**src/rtl/pio_in_pkg.sv**
```systemverilog
// pio_in_pkg: register offsets and mode encodings shared by the input-capture PIO
package pio_in_pkg;

    typedef enum logic [1:0] {
        ADDR_DATA    = 2'd0,
        ADDR_IRQMASK = 2'd1,
        ADDR_RSVD    = 2'd2,
        ADDR_EDGECAP = 2'd3
    } addr_e;

    localparam int EDGE_NONE    = 0;
    localparam int EDGE_RISING  = 1;
    localparam int EDGE_FALLING = 2;
    localparam int EDGE_ANY     = 3;

    localparam int IRQ_NONE  = 0;
    localparam int IRQ_LEVEL = 1;
    localparam int IRQ_EDGE  = 2;

endpackage

```
**src/rtl/pio_in_if.sv**
```systemverilog
// pio_in_if: Avalon-MM slave bus plus irq for the input-capture PIO
//   address/chipselect/write_n/writedata: master -> slave
//   readdata/irq: slave -> master
interface pio_in_if;
    logic [1:0]  address;
    logic        chipselect;
    logic        write_n;
    logic [31:0] writedata;
    logic [31:0] readdata;
    logic        irq;

    modport master (output address, chipselect, write_n, writedata, input readdata, irq);
    modport slave  (input address, chipselect, write_n, writedata, output readdata, irq);
endinterface

```
**src/rtl/pio_in_sync.sv**
```systemverilog
// pio_in_sync: WIDTH-wide, STAGES-deep input synchroniser with synchronous reset
//   clk, reset: clock and active-high synchronous reset
//   d: asynchronous inputs; q: synchronised outputs (last stage)
module pio_in_sync #(
    parameter int WIDTH  = 12,
    parameter int STAGES = 2
) (
    input  logic             clk,
    input  logic             reset,
    input  logic [WIDTH-1:0] d,
    output logic [WIDTH-1:0] q
);

    logic [STAGES-1:0][WIDTH-1:0] stage;

    always_ff @(posedge clk) begin
        if (reset) stage <= '0;
        else       stage <= {stage[STAGES-2:0], d};
    end

    assign q = stage[STAGES-1];

endmodule

```
**src/rtl/pio_in_capture.sv**
```systemverilog
// pio_in_capture: Avalon-MM input PIO with edge capture, irq mask and irq
//   clk, reset: clock and active-high synchronous reset
//   in_port: asynchronous external inputs
//   bus: slave side of pio_in_if (address, chipselect, write_n, writedata, readdata, irq)
module pio_in_capture
    import pio_in_pkg::*;
#(
    parameter int WIDTH       = 12,
    parameter int SYNC_STAGES = 2,
    parameter int EDGE_TYPE   = 1,
    parameter int IRQ_TYPE    = 1
) (
    input  logic             clk,
    input  logic             reset,
    input  logic [WIDTH-1:0] in_port,
    pio_in_if.slave          bus
);

    // Warm-up ends once SYNC_STAGES+1 edges have passed since reset, so the
    // synchroniser filling with a static input never looks like an edge.
    localparam logic [2:0] WARM_END = 3'(SYNC_STAGES + 1);

    logic [WIDTH-1:0] d_sync, d_prev, edge_raw, edge_det, clr, rd_next;
    logic [WIDTH-1:0] irqmask, edgecapture, wdata;
    logic [2:0]       warm;
    logic             wr;

    pio_in_sync #(.WIDTH(WIDTH), .STAGES(SYNC_STAGES)) u_sync (
        .clk   (clk),
        .reset (reset),
        .d     (in_port),
        .q     (d_sync)
    );

    assign wr    = bus.chipselect & ~bus.write_n;
    assign wdata = bus.writedata[WIDTH-1:0];

    generate
        if (WIDTH < 32) begin : g_hi
            logic unused_hi;
            assign unused_hi = |bus.writedata[31:WIDTH];
        end
    endgenerate

    always_comb begin
        edge_raw = EDGE_TYPE == EDGE_RISING  ? d_sync & ~d_prev :
                   EDGE_TYPE == EDGE_FALLING ? ~d_sync & d_prev :
                   EDGE_TYPE == EDGE_ANY     ? d_sync ^ d_prev  : '0;
        edge_det = warm == WARM_END ? edge_raw : '0;
        clr      = wr && bus.address == ADDR_EDGECAP ? wdata : '0;
        rd_next  = bus.address == ADDR_DATA    ? d_sync      :
                   bus.address == ADDR_IRQMASK ? irqmask     :
                   bus.address == ADDR_EDGECAP ? edgecapture : '0;
    end

    always_ff @(posedge clk) begin
        if (reset) begin
            d_prev       <= '0;
            warm         <= '0;
            irqmask      <= '0;
            edgecapture  <= '0;
            bus.readdata <= '0;
        end else begin
            d_prev <= d_sync;
            if (warm != WARM_END) warm <= warm + 3'd1;
            if (wr && bus.address == ADDR_IRQMASK) irqmask <= wdata;
            // OR-ing the new edges after the clear lets a set win over a clear
            edgecapture  <= (edgecapture & ~clr) | edge_det;
            bus.readdata <= 32'(rd_next);
        end
    end

    assign bus.irq = IRQ_TYPE == IRQ_LEVEL ? |(d_sync & irqmask) :
                     IRQ_TYPE == IRQ_EDGE  ? |(edgecapture & irqmask) : 1'b0;

endmodule

```
**src/flat_wrapper.sv**
```systemverilog
// flat-port wrapper written by rule: the top's interface ports become plain ports
module pio_in_capture_flat import pio_in_pkg::*;
#(
    parameter int WIDTH       = 12,
    parameter int SYNC_STAGES = 2,
    parameter int EDGE_TYPE   = 1,
    parameter int IRQ_TYPE    = 1
)
  (clk, reset, in_port, bus_address, bus_chipselect, bus_write_n, bus_writedata, bus_readdata, bus_irq);
  pio_in_if bus_i ();
  input  logic clk;
  input  logic reset;
  input  logic [WIDTH-1:0] in_port;
  input wire logic [$bits(bus_i.address)-1:0] bus_address;
  input wire logic [$bits(bus_i.chipselect)-1:0] bus_chipselect;
  input wire logic [$bits(bus_i.write_n)-1:0] bus_write_n;
  input wire logic [$bits(bus_i.writedata)-1:0] bus_writedata;
  output wire logic [$bits(bus_i.readdata)-1:0] bus_readdata;
  output wire logic [$bits(bus_i.irq)-1:0] bus_irq;
  assign bus_i.address = bus_address;
  assign bus_i.chipselect = bus_chipselect;
  assign bus_i.write_n = bus_write_n;
  assign bus_i.writedata = bus_writedata;
  assign bus_readdata = bus_i.readdata;
  assign bus_irq = bus_i.irq;
  pio_in_capture #(.WIDTH(WIDTH), .SYNC_STAGES(SYNC_STAGES), .EDGE_TYPE(EDGE_TYPE), .IRQ_TYPE(IRQ_TYPE)) u_core (.clk(clk), .reset(reset), .in_port(in_port), .bus(bus_i));
endmodule
```
**config.mk**
```make
export PLATFORM = sky130hd
export DESIGN_NAME = pio_in_capture_flat
export DESIGN_NICKNAME = d
export VERILOG_FILES = /design/src/rtl/pio_in_pkg.sv /design/src/rtl/pio_in_if.sv /design/src/rtl/pio_in_sync.sv /design/src/rtl/pio_in_capture.sv /design/src/flat_wrapper.sv
export SDC_FILE = /design/constraint.sdc
export NUM_CORES = 1
export LEC_CHECK = 0
export CAP_MARGIN = 10
export CORE_UTILIZATION = 50
export DETAILED_ROUTE_END_ITERATION = 6
export GPL_ROUTABILITY_DRIVEN = 0
export GPL_TIMING_DRIVEN = 0
export PLACE_DENSITY = 0.83
export SLEW_MARGIN = 10
export SYNTH_ARGS = -nofsm -noshare
export SYNTH_HDL_FRONTEND = slang
export SYNTH_HIERARCHICAL = 1
export SYNTH_SLANG_ARGS = --single-unit
```
**constraint.sdc**
```tcl
create_clock -name clk -period 3.2 [get_ports clk]
set_input_delay 0.64 -clock clk [delete_from_list [all_inputs] [get_ports clk]]
set_output_delay 0.64 -clock clk [all_outputs]
set_load 0.05 [all_outputs]
```
* Word-level counts from Yosys, hierarchy flattened
Index checks and enable logic that the tools add are counted.
** Cells by class
- $add $sub $neg :: 1
- Multiply operators :: 0
- Divide/modulo/power cells :: 0
- Magnitude comparators :: 0
- Eq/ne operators :: 4
- Shift operators :: 0
- Muxes and demuxes :: 5
- Bitwise logic cells :: 8
- Reduce and logical (&&, ||, !) cells :: 4
** Operators by type and width (number)
- 12-bit 2-to-1 mux :: 5
- 12-bit AND :: 3
- 12-bit inverter :: 2
- 12-bit OR :: 1
- 12-bit OR reduction :: 1
- 3-bit by 1-bit adder with 3-bit output, second input constant :: 1
- 3-bit by 2-bit == test with 1-bit output, second input constant :: 1
- 3-bit by 2-bit inequality test with 1-bit output, second input constant :: 1
- 2-bit by 1-bit == test with 1-bit output, second input constant :: 1
- 2-bit == test, second input constant :: 1
- 1-bit logical AND :: 2
- 2-bit zero test :: 1
- 1-bit AND :: 1
- 1-bit inverter :: 1
** Storage, ports and cells
- Flip-flop bits (word level) :: 95
- Latch bits :: 0
- RAM bits :: 0
- ROM bits :: 0
- Bits of input ports :: 50
- Output and inout port bits :: 33
- Word-level logic and storage cells :: 30
- Memories :: 0

* Depth between registers and ports, before layout
- Word-level depth :: 7
- Gate-level depth with buffers :: 5

* Modules after synthesis
The synthesis kept the hierarchy.
** Modules (own cells, without submodules)
- pio_in_capture :: instances 1, cells an instance 240, area an instance 2179.6 um^2, seq. area each 1021.0 um^2
- pio_in_sync :: instances 1, cells an instance 62, area an instance 783.3 um^2, seq. area each 480.5 um^2

* Worst setup path before layout
OpenSTA, ideal clock, no wires.
- Path type :: register to output
- From :: register u_core.u_sync.stage, in the netlist u_core/u_sync/q[7]
- To :: output bus_irq
- Data arrival time :: 1.251 ns
- Setup slack :: 1.309 ns
- Stages on the path, launching flop included :: 5
- Cell sequence :: dfxtp_1 buf_4 a22o_1 a221oi_1 nand3_1
** On the way
- Longest elaborated chain between the ends :: 2
** RTL lines
- start, declared :: RTL line pio_in_sync.sv:14 : logic [STAGES-1:0][WIDTH-1:0] stage;
- start signal, assigned :: RTL line pio_in_sync.sv:18 : else stage <= {stage[STAGES-2:0], d};
- 12-bit AND :: RTL line pio_in_capture.sv:73 : assign bus.irq = IRQ_TYPE == IRQ_LEVEL ? |(d_sync & irqmask) :
- 12-bit OR reduction :: RTL line pio_in_capture.sv:73
- end, declared :: RTL line flat_wrapper.sv:19 : output wire logic [$bits(bus_i.irq)-1:0] bus_irq;
Every way passes these cells.

* Worst setup path in the final report
- From :: register u_core.u_sync.stage, in the netlist u_core/u_sync/q[5]
- To :: output bus_irq
Same word-level chain as after synthesis.

==> impl_metrics.json <==
{
  "outcome": "complete, no violations",
  "multiInputGateArea_um2": 1149,
  "powerDensity_nw_per_um2": 506.2,
  "tns_ps": 0,
  "syn-cell-area_um2": 2963,
  "cts_tree": "yes",
  "vdd_ir_drop_max_v": 0.0003545,
  "antenna_found_initial": 0,
  "rsz0062_at_grt": "no",
  "grt_pass1_vias": 2131,
  "cts_buffer_depth": 2,
  "reg2reg_depth": 5,
  "hold_viol": 0,
  "rows": 27,
  "routed_wl_um": 5874,
  "ys_ff_latch": 75,
  "cts_hold_buf": 0,
  "cpPeakStageDelay_ps": 730,
  "hold-worst-slack_ps": 436.6,
  "syn_to_final_growth_pct": 25.38,
  "avgSynthCellArea_um2": 9.811,
  "grt_first_pass_wirelength_um": 9556,
  "dpl.cell_count": 434,
  "io_pins": 83,
  "cap_violations": 0,
  "clk_pin_slew_ps": 70,
  "synth_cells": 302,
  "start_util_pct": 52.83,
  "drc_errors": 0,
  "die_y_um": 78.98,
  "synthArstFlopShare_pct": 0,
  "power.leakage_nw": 1.551,
  "synthTopCellsByCount": "dfxtp_1, buf_4, a21oi_1, nand2_1, nor2b_1",
  "cts.repair.resized": 0,
  "timing.fmax_ghz": 0.3567,
  "arrival_ps": 2160,
  "criticalPathCategory": "flop to primary output",
  "fin_util_pct": 66.24,
  "postCtsSetupRepairBufs": 0,
  "worstPathMaxFanout": 4,
  "cts_buffers": 9,
  "nets": 426,
  "grt_overflow": 0,
  "diodes": 0,
  "seqCellArea_um2": 1501,
  "fill_cells": 465,
  "grt_util_all_layers_pct": 20.68,
  "wire_per_inst_um": 13.05,
  "clock_skew_ps": 5.307,
  "critPathLaunchType": "flop",
  "clk_latency_ps": 340,
  "grt_max_degree": 13,
  "synth_top_area_cell": "dfxtp_1",
  "h-tree-depth": 3,
  "drive_gt1_share_pct": 20.11,
  "synth_cell_types": 30,
  "period_share_pct": 87.61,
  "post-place-ws_ps": 782.2,
  "slowest_stage": "clkdlybuf4s50_1",
  "synth_top_area_share_pct": 50.68,
  "root_buffer": "clkbuf_8",
  "slew-limit-headroom_pct": 62.07,
  "vias": 2166,
  "die-width_um": 78.98,
  "end_kind": "primary output",
  "drtIter0Drc": 177,
  "setup_viol": 0,
  "ys_warn_count": 6,
  "synth_enable_flop_cells": 0,
  "viasPerCell": 4.813,
  "antenna_left": 0,
  "seq_area_frac_synth_pct": 50.68,
  "setup_slack_ps": 396.5,
  "path_cells": "buf_4 > a22o_1 > a221oi_1 > nand3_1 > clkdlybuf4s50_1",
  "hold_depth": 1,
  "port-buffer-count": 41,
  "dr.pass1.iters": 4,
  "critical_path_required_ps": 2560,
  "core_area_um2": 5608,
  "worst_pin_slew_ps": 569.0,
  "dieArea_um2": 6238,
  "dp_hpwl_um": 4064,
  "maxSlewViolCount": 0,
  "yosysMostFrequentCell": "dfxtp_1",
  "synthTopCellsByArea": "dfxtp_1, buf_4, nor2b_2, a21oi_1, nor2b_1",
  "clkSinkCount": 75,
  "hold_class": "flop to flop",
  "fin_cells": 450,
  "yosys_most_used_dff": "dfxtp_1",
  "finalCriticalPeriod_ps": 2803
}
==> cell usage in the layout (no fill, tap or decap), types with 4 or more instances in the layout <==
| master | instances |
|---|---|
| a21oi_1 | 24 |
| a22oi_1 | 12 |
| and2b_1 | 4 |
| buf_4 | 33 |
| buf_6 | 4 |
| clkbuf_1 | 7 |
| clkbuf_8 | 11 |
| clkdlybuf4s50_1 | 41 |
| conb_1 | 20 |
| dfxtp_1 | 75 |
| inv_1 | 13 |
| mux2_1 | 6 |
| mux2_2 | 6 |
| nand2_1 | 24 |
| nand3b_1 | 11 |
| nor2_1 | 18 |
| nor2b_1 | 19 |
| nor2b_2 | 14 |
| o21ai_0 | 11 |
==> critical path: cells and delay by family, from the launching register on <==
| kind | cells | cell delay [ps] |
|---|---|---|
| simple gates | 1 | 170 |
| compound gates | 2 | 490 |
| buf+inv | 2 | 870 |
| flops | 1 | 300 |
==> sequential cells by signal, summed over array words and instances (netlist names) <==
register	flops
u_core/u_sync/stage	12
u_core/d_prev	12
u_core/u_sync/q	12
u_core/warm	3
u_core/bus.readdata	12
u_core/irqmask	12
u_core/edgecapture	12
==> kinds of logic after synthesis <==
group / count (synthesis) / share of synthesized area [%]
AO/OA/AOI/OAI: 54 / 11.02
multiplexers: 13 / 4.898
flip-flops: 75 / 50.68
other: 1 / 0.1266
XOR/XNOR: 1 / 0.2957
buffers and inverters: 60 / 12.96
adder cells (fa/ha/maj): 3 / 1.267
AND/OR/NAND/NOR: 95 / 18.75
==> report_power, final <==
| part | internal [W] | switching (W) |
|---|---|---|
| Clock | 0.000321 | 0.000330 |
| Sequential | 0.000967 | 0.0000121 |
| Combinational | 0.000106 | 0.000144 |
==> routing by layer <==
metal  share of wire (%)  global-route usage, %  vias up
met3                 5.8                  3.218       14
met1                  40                  22.22      994
li1                    -                      -     1088
met2                  52                  37.24       70
met4                 2.2                  13.64        0
met5                   0                      0        -
==> path summary, 6_finish.rpt <==
path	slack, ps	end	startpoint
worst min register to register	440	u_core/u_sync/q[0]	u_core/u_sync/stage[0]
worst min-delay path	440	u_core/u_sync/q[0]	u_core/u_sync/stage[0]
worst max register to register	1710	u_core/edgecapture[3]	u_core/warm[0]
worst max-delay path	400	bus_irq	u_core/u_sync/q[5]
==> stage by stage <==
step / total power [W] / area, um^2
global placement: 0.001242 / 3535
CTS: 0.001897 / 3715
finish: 0.001881 / 3715
global route: 0.001954 / 3715
floorplan: 0.001175 / 3034
detailed placement: 0.001250 / 3535
==> layout make-up <==
type | count | area share [%]
clock inverters | 4 | 0.6736
repair buffers | 41 | 11.05
clock buffers | 12 | 4.176
well taps | 72 | 2.425
multi-input cells | 186 | 30.92
plain buffers | 47 | 9.027
inverters | 13 | 1.314
flip-flops and latches | 75 | 40.42
(Power assumes the default switching activity.)
